**config.mk**
```make
export PLATFORM = sky130hd
export DESIGN_NAME = fir_stream_source
export DESIGN_NICKNAME = d
export VERILOG_FILES = /design/src/rtl/fir_stream_source.sv
export SDC_FILE = /design/constraint.sdc
export NUM_CORES = 1
export LEC_CHECK = 0
export ABC_AREA = 1
export BUFFER_PORTS_ARGS = -buffer_cell sky130_fd_sc_hd__buf_4
export CAP_MARGIN = 20
export CELL_PAD_IN_SITES_DETAIL_PLACEMENT = 1
export CELL_PAD_IN_SITES_GLOBAL_PLACEMENT = 1
export CORE_ASPECT_RATIO = 1.25
export CORE_MARGIN = 2
export CORE_UTILIZATION = 44
export CTS_CLUSTER_SIZE = 30
export DETAILED_ROUTE_END_ITERATION = 12
export PLACE_DENSITY_LB_ADDON = 0.1
export SYNTH_ARGS = -nofsm -noshare
export SYNTH_HDL_FRONTEND = slang
export SYNTH_SLANG_ARGS = --single-unit
```
**constraint.sdc**
```tcl
create_clock -name aclk -period 3.5 [get_ports aclk]
set_input_delay 0.175 -clock aclk [delete_from_list [all_inputs] [get_ports aclk]]
set_output_delay 0.175 -clock aclk [all_outputs]
set_load 0.02 [all_outputs]
```
**src/rtl/fir_stream_source.sv**
```systemverilog
// fir_stream_source: AXI-Stream master producing finite test frames
// (impulse, step, ramp, alternating sign) for the FIR filter's sample input.
// Optional feature: define FIR_SRC_TLAST_EN to add m_axis_data_tlast, which
// marks the final sample of each frame.
module fir_stream_source #(
    parameter int DATA_WIDTH = 16,
    parameter int LEN_WIDTH  = 10,
    parameter logic signed [DATA_WIDTH-1:0] AMPLITUDE = 16'sd16384,
    parameter logic signed [DATA_WIDTH-1:0] RAMP_STEP = 16'sd1
) (
    input  logic                  aclk,
    input  logic                  areset,
    input  logic                  start,
    input  logic [1:0]            mode,
    input  logic [LEN_WIDTH-1:0]  frame_len,
    output logic                  m_axis_data_tvalid,
    input  logic                  m_axis_data_tready,
    output logic [DATA_WIDTH-1:0] m_axis_data_tdata,
    output logic                  busy,
    output logic                  done
`ifdef FIR_SRC_TLAST_EN
    ,
    output logic                  m_axis_data_tlast
`endif
);

    typedef enum logic [1:0] {
        ST_IDLE = 2'd0,
        ST_SEND = 2'd1,
        ST_DONE = 2'd2
    } state_t;

    localparam logic [LEN_WIDTH-1:0]  LEN_ZERO  = {LEN_WIDTH{1'b0}};
    localparam logic [LEN_WIDTH-1:0]  LEN_ONE   = {{(LEN_WIDTH-1){1'b0}}, 1'b1};
    localparam logic [DATA_WIDTH-1:0] DATA_ZERO = {DATA_WIDTH{1'b0}};
    localparam logic [DATA_WIDTH-1:0] DATA_ONE  = {{(DATA_WIDTH-1){1'b0}}, 1'b1};
    localparam logic [DATA_WIDTH-1:0] AMP_POS   = AMPLITUDE;
    localparam logic [DATA_WIDTH-1:0] AMP_NEG   = ~AMP_POS + DATA_ONE;
    localparam logic [DATA_WIDTH-1:0] RAMP_INC  = RAMP_STEP;

    state_t                state_r, state_s;
    logic [1:0]            mode_r, mode_s;
    logic [LEN_WIDTH-1:0]  len_r, len_s;
    logic [LEN_WIDTH-1:0]  count_r, count_s;
    logic [LEN_WIDTH-1:0]  next_k_s;
    logic                  tvalid_r, tvalid_s;
    logic [DATA_WIDTH-1:0] tdata_r, tdata_s;
    logic                  busy_r, busy_s;
    logic                  done_r, done_s;
`ifdef FIR_SRC_TLAST_EN
    logic                  tlast_r, tlast_s;
`endif

    // Sample 0 of a frame for the selected waveform.
    function automatic logic [DATA_WIDTH-1:0] first_sample(input logic [1:0] sel);
        logic [DATA_WIDTH-1:0] val;
        case (sel)
            2'd0:    val = AMP_POS;
            2'd1:    val = AMP_POS;
            2'd2:    val = DATA_ZERO;
            2'd3:    val = AMP_POS;
            default: val = DATA_ZERO;
        endcase
        return val;
    endfunction

    // Sample k (k >= 1) derived from the previous sample; the ramp reuses
    // the current output as its accumulator so no multiplier is needed.
    function automatic logic [DATA_WIDTH-1:0] next_sample(
        input logic [1:0]            sel,
        input logic [LEN_WIDTH-1:0]  k,
        input logic [DATA_WIDTH-1:0] cur
    );
        logic [DATA_WIDTH-1:0] val;
        case (sel)
            2'd0:    val = DATA_ZERO;
            2'd1:    val = AMP_POS;
            2'd2:    val = cur + RAMP_INC;
            2'd3:    val = k[0] ? AMP_NEG : AMP_POS;
            default: val = DATA_ZERO;
        endcase
        return val;
    endfunction

    // Next-state and next-output logic; every output is computed here and registered below.
    always_comb begin
        state_s  = state_r;
        mode_s   = mode_r;
        len_s    = len_r;
        count_s  = count_r;
        tvalid_s = tvalid_r;
        tdata_s  = tdata_r;
        busy_s   = 1'b0;
        done_s   = 1'b0;
        next_k_s = count_r + LEN_ONE;
`ifdef FIR_SRC_TLAST_EN
        tlast_s  = tlast_r;
`endif
        case (state_r)
            ST_IDLE: begin
                if (start) begin
                    mode_s  = mode;
                    len_s   = frame_len;
                    count_s = LEN_ZERO;
                    if (frame_len != LEN_ZERO) begin
                        state_s  = ST_SEND;
                        tvalid_s = 1'b1;
                        tdata_s  = first_sample(mode);
                        busy_s   = 1'b1;
`ifdef FIR_SRC_TLAST_EN
                        tlast_s  = (frame_len == LEN_ONE);
`endif
                    end else begin
                        state_s  = ST_DONE;
                        tvalid_s = 1'b0;
                        done_s   = 1'b1;
                    end
                end else begin
                    state_s = ST_IDLE;
                end
            end
            ST_SEND: begin
                busy_s = 1'b1;
                if (tvalid_r && m_axis_data_tready) begin
                    count_s = next_k_s;
                    if (next_k_s == len_r) begin
                        state_s  = ST_DONE;
                        tvalid_s = 1'b0;
                        busy_s   = 1'b0;
                        done_s   = 1'b1;
`ifdef FIR_SRC_TLAST_EN
                        tlast_s  = 1'b0;
`endif
                    end else begin
                        tdata_s = next_sample(mode_r, next_k_s, tdata_r);
`ifdef FIR_SRC_TLAST_EN
                        tlast_s = ((next_k_s + LEN_ONE) == len_r);
`endif
                    end
                end else begin
                    state_s = ST_SEND;
                end
            end
            ST_DONE: begin
                state_s = ST_IDLE;
            end
            default: begin
                state_s  = ST_IDLE;
                tvalid_s = 1'b0;
                count_s  = LEN_ZERO;
`ifdef FIR_SRC_TLAST_EN
                tlast_s  = 1'b0;
`endif
            end
        endcase
    end

    // State and output registers; reset clears everything and abandons any frame.
    always_ff @(posedge aclk or posedge areset) begin
        if (areset) begin
            state_r  <= ST_IDLE;
            mode_r   <= 2'd0;
            len_r    <= LEN_ZERO;
            count_r  <= LEN_ZERO;
            tvalid_r <= 1'b0;
            tdata_r  <= DATA_ZERO;
            busy_r   <= 1'b0;
            done_r   <= 1'b0;
`ifdef FIR_SRC_TLAST_EN
            tlast_r  <= 1'b0;
`endif
        end else begin
            state_r  <= state_s;
            mode_r   <= mode_s;
            len_r    <= len_s;
            count_r  <= count_s;
            tvalid_r <= tvalid_s;
            tdata_r  <= tdata_s;
            busy_r   <= busy_s;
            done_r   <= done_s;
`ifdef FIR_SRC_TLAST_EN
            tlast_r  <= tlast_s;
`endif
        end
    end

    assign m_axis_data_tvalid = tvalid_r;
    assign m_axis_data_tdata  = tdata_r;
    assign busy               = busy_r;
    assign done               = done_r;
`ifdef FIR_SRC_TLAST_EN
    assign m_axis_data_tlast  = tlast_r;
`endif

endmodule

```
* After elaboration in Yosys (flattened, before gate mapping) *
Index checks and enable logic that the tools add are counted.

cells by class
  multiplexer cells = 30
  bitwise gates (word level) = 1
  eq/ne operators = 15
  $add $sub $neg = 2
  reduce and logical (&&, ||, !) cells = 11

operators by type and width
  kind                                                 number
  2-to-1 mux 16 bit                                    5
  one-hot mux 16 bit (2 select lines)                  2
  one-hot mux 16 bit (4 select lines)                  1
  one-hot mux 10 bit (3 select lines)                  1
  2-to-1 mux 10 bit                                    2
  adder 16 x 1 -> 16 bit, second input constant        1
  2-to-1 mux 1 bit                                     11
  adder 10 x 1 -> 10 bit, second input constant        1
  equality test 10 bit                                 1
  equality test 2 bit, second input constant           5
  inequality test 2 bit, second input constant         5
  nonzero test 10 bit                                  1
  2-to-1 mux 2 bit                                     4
  equality test 2 x 1 -> 1 bit, second input constant  3
  zero test 2 bit                                      3
  AND reduction 5 bit                                  1
  one-hot mux 1 bit (2 select lines)                   2
  one-hot mux 2 bit (2 select lines)                   1
  AND reduction 4 bit                                  1
  inequality test 3 bit, second input constant         1
  one-hot mux 1 bit (3 select lines)                   1
  AND reduction 3 bit                                  1
  OR reduction 3 bit                                   1
  AND reduction 2 bit                                  1
  other kinds (3)                                      3

storage, ports and cells
  word-level logic and storage cells = 67
  bits in registers = 43
  output and inout bits = 19
  input bits = 16

* Logic depth before layout (Yosys ltp) *
  word-level depth = 6
  depth in mapped cells = 15

* Worst setup path after synthesis *
Ideal clock, no wire load.

  path type = reg2reg
  start = register count_r[0]
  end = register tdata_r[4] (netlist: m_axis_data_tdata[4])
  arrival time = 1.773 ns
  slack = 1.609 ns
  setup time = 0.118 ns
  cell stages (with the launch flop) = 15
  required time = 3.382 ns
  buffers on the path = 1
  path through = dfrtp_1 -> ha_1 -> nand2_2 -> nor2_2 -> nand2_1 -> nand2_1 -> nand2_1 -> nand2_1 -> inv_1 -> nand3_2 -> nor2_4 -> nand4_4 -> buf_2 -> nand3_1 -> nand2_1

on the way
  word-level cells in the longest chain between the ends = 4

RTL lines
  what                             line  text
  start, declared                  44    logic [LEN_WIDTH-1:0] count_r, count_s;
  start signal, assigned           176   count_r <= count_s;
  adder 10 x 1 -> 10 bit           95    next_k_s = count_r + LEN_ONE;
  equality test 10 bit             126   if (next_k_s == len_r) begin
  inequality test 2 bit (no line)  n/a
  AND reduction 5 bit (no line)    n/a
  end signal, assigned             178   tdata_r <= tdata_s;
  end, declared                    47    logic [DATA_WIDTH-1:0] tdata_r, tdata_s;

No other way between the ends.
A chain may end at the register's enable or synchronous reset.

* Final worst setup path *
  start = register state_r[0]
  end = register tdata_r[15] (netlist: m_axis_data_tdata[15])

on the way
  word-level cells in the longest chain between the ends = 3
  elaborated cells on any way between the ends = 9
  classes of those cells = 5 x eq/ne; 1 x mux; 3 x reduce/logical

RTL lines
  what                                                                   line  text
  start, declared                                                        41    state_t state_r, state_s;
  start signal, assigned                                                 173   state_r <= state_s;
  equality test 2 x 1 -> 1 bit or zero test 2 bit (tied branches)        99    case (state_r)
  inequality test 2 bit (no line) or nonzero test 2 bit (tied branches)  n/a
  AND reduction 5 bit (no line)                                          n/a

Parallel ways exist; a longest one is shown, timed or not.

==> flow_metrics.env <==
export IMPL_io_pins=35
export IMPL_period_share=0.739
export IMPL_clock_skew_final_ns=0.00546
export IMPL_grt_max_degree=44
export IMPL_worst_pin_slew_ns=0.617
export IMPL_synthArstFlopShare=1.00
export IMPL_cts_sinks=43
export IMPL_p_leak_nw=1.52
export IMPL_cp_start_kind="flip-flop"
export IMPL_fin_nets=435
export IMPL_holdWs_ns=-0.00153
export IMPL_critPathKind="reg2reg"
export IMPL_post_cts_buffers=0
export IMPL_n_antenna_cell=0
export IMPL_antenna_found_initial=0
export IMPL_stdcell_area_um2=3050
export IMPL_multi_input_area_um2=1360
export IMPL_ys_seq_elements=43
export IMPL_path_cells="inv_1 -> nor2_1 -> inv_1 -> nor2_1 -> o21ai_0 -> clkinv_1 -> nand2_4 -> nand2_1 -> nand2_1"
export IMPL_gr_total_overflow=0
export IMPL_synth_edf_count=0
export IMPL_routed_wl_um=7630
export IMPL_die_area_um2=6660
export IMPL_setup_viol=0
export IMPL_initial_core_util=0.455
export IMPL_dp_hpwl_um=5840
export IMPL_numCtsBuffers=5
export IMPL_power_density_nw_per_um2=405
export IMPL_clkTransAtPathRegs_ns=0.09
export IMPL_slew_viol_final=0
export IMPL_place_congestion=0.881
export IMPL_fmax_mhz=387
export IMPL_core_area_um2=5820
export IMPL_avgViaCountPerCell=5.54
export IMPL_rsz0062_at_grt="false"
export IMPL_remaining_drc_errors=0
export IMPL_crit_fanout=20
export IMPL_endpoint_kind="flip-flop"
export IMPL_ys_seq_area_frac=0.406
export IMPL_layout_drive_gt1_share=0.141
export IMPL_htree_levels=2
export IMPL_hold_viol=7
export IMPL_regArea_um2=1080
export IMPL_die_h_um=90.8
export IMPL_clockBufferDepth=2
export IMPL_ys_types=33
export IMPL_syn_area_um2=2650
export IMPL_route_detailed_wl_per_inst_um=15.8
export IMPL_synthCells=382
export IMPL_drt_iter0_markers=110
export IMPL_fill_cells=780
export IMPL_grt_pass1_vias=2846
export IMPL_hp_class="in2async"
export IMPL_ir_drop_mv=0.225
export IMPL_worstPathRequired_ns=3.74
export IMPL_grt_pass1_wl_um=13200
export IMPL_fp_row_count=31
export IMPL_cts_root_buffer="clkbuf_8"
export IMPL_fin_crit_ns=2.59
export IMPL_dpl_cell_area_um2=2960
export IMPL_maxSlewHeadroom=0.588
export IMPL_syn2layout_area_growth_pct=15.0
export IMPL_synth_warning_count=0
export IMPL_synthFlopType="dfrtp_1"
export IMPL_clk_insertion_delay_late_ns=0.30
export IMPL_crit_slowest_cell="inv_1"
export IMPL_fin_setup_tns_ns=0
export IMPL_cts_tree="yes"
export IMPL_cts_resized=0
export IMPL_track_usage=0.253
export IMPL_status="finished, violations left"
export IMPL_die_x_um=73.4
export IMPL_worst_ep_arrival_time_ns=2.82
export IMPL_syn_area_per_cell_um2=6.94
export IMPL_via_count=2682
export IMPL_critPathMaxStageDelay_ns=0.48
export IMPL_hold_buffers=0
export IMPL_finalPower_w=0.00123
export IMPL_io_buffer_count=34
export IMPL_dr_pass1_iters=4
export IMPL_drtAntennaViolNets=0
export IMPL_cap_violations=0
export IMPL_violations="hold timing"
export IMPL_synth_fp_nets=400
[critical path: cells and delay by family (launching register included)]
kind	cells	cell delay [ns]
simple gates	5	0.90
compound gates	1	0.21
buf+inv	3	1.02
flops	1	0.40
[registers in the layout, summed over array words and instances, names as in the netlist]
register	count
busy	1
done	1
m_axis_data_tvalid	1
m_axis_data_tdata	16
state_r	2
mode_r	2
len_r	10
count_r	10
[metal layers]
layer	GRT usage	wire length, µm	vias to the layer above
met1	0.280	3070	1312
li1	-	-	1300
met2	0.467	4110	50
met4	0.105	260	0
met5	0	0	-
met3	0.0346	185	20
[final timing paths]
path | start | to | slack [ns] | cells past startpoint
hold / removal | areset | m_axis_data_tdata[0] | -0.002 | 3
setup reg to reg | state_r[0] | m_axis_data_tdata[15] | 0.91 | 9
setup / recovery | state_r[0] | m_axis_data_tdata[15] | 0.91 | 9
max in group asynchronous | areset | count_r[1] | 3.10 | 3
min in group aclk | frame_len[3] | len_r[3] | 0.09 | 3
hold reg to reg | len_r[0] | len_r[0] | 0.51 | 2
[report_power, final]
group | leakage (nW) | switching (W) | internal [W] | total (W)
Clock | 0.0412 | 0.000181 | 0.000140 | 0.000321
Combinational | 0.932 | 0.000199 | 0.000108 | 0.000307
Sequential | 0.545 | 0.0000619 | 0.000545 | 0.000607
[through the flow]
stage / setup WS, ns / util / instances
6_report: 0.914 / 0.524 / 484
5_1_grt: 0.678 / 0.524 / 484
4_1_cts: 0.920 / 0.524 / 484
3_5_place_dp: 0.968 / 0.509 / 476
3_3_place_gp: 1.17 / 0.509 / 476
2_1_floorplan: 1.61 / - / 382
[kinds of logic (layout without fill, tap and decap cells)]
| kind of cell | after synthesis | in the layout | share of synthesized area |
|---|---|---|---|
| AOI/OAI and AO/OA | 36 | 36 | 0.0774 |
| DFF | 43 | 43 | 0.406 |
| xor gates and xnor gates | 4 | 4 | 0.0132 |
| adders and majority gates | 2 | 2 | 0.00944 |
| and+or+nand+nor | 243 | 243 | 0.413 |
| buffers and inverters | 54 | 90 | 0.0807 |
[Yosys cell counts, types with 2 or more instances]
cell	n	area [µm²]
a21oi_1	4	20.0
buf_2	3	15.0
clkbuf_1	4	15.0
dfrtp_1	43	1080
ha_1	2	25.0
inv_1	44	165
nand2_1	128	480
nand2_2	3	18.8
nand3_1	44	220
nand3_2	2	20.0
nand4_1	5	31.3
nor2_1	35	131
nor2_2	3	18.8
nor2_4	4	45.0
nor3_1	9	45.0
nor4_1	6	37.5
o211ai_1	2	15.0
o21ai_0	18	90.1
o21bai_1	2	15.0
o22ai_1	6	37.5
xnor2_1	3	26.3
[layout make-up]
class | instances | area share
Clock inverter | 2 | 0.00411
Sequential cell | 43 | 0.353
Multi-Input combinational cell | 285 | 0.446
Clock buffer | 6 | 0.0238
Timing Repair Buffer | 36 | 0.0887
Tap cell | 66 | 0.0271
Inverter | 46 | 0.0567
[cells in the final DEF (no fill, tap or decap), drive strengths merged]
master / synthesis / routed
nand2: 132 / 132
nand3: 46 / 46
inv: 45 / 44
dfrtp: 43 / 43
nor2: 42 / 42
buf: 4 / 36
o21ai: 19 / 19
nor3: 9 / 9
o22ai: 6 / 6
nor4: 6 / 6
nand4: 6 / 6
clkbuf: 4 / 6
a21oi: 5 / 5
xnor2: 3 / 3
clkinv: 1 / 3
o21bai: 2 / 2
o211ai: 2 / 2
ha: 2 / 2
and2: 1 / 1
nand3b: 1 / 1
a31oi: 1 / 1
a21o: 1 / 1
xor2: 1 / 1
clkinvlp: 0 / 1
Power figures use the tool's default switching activity.
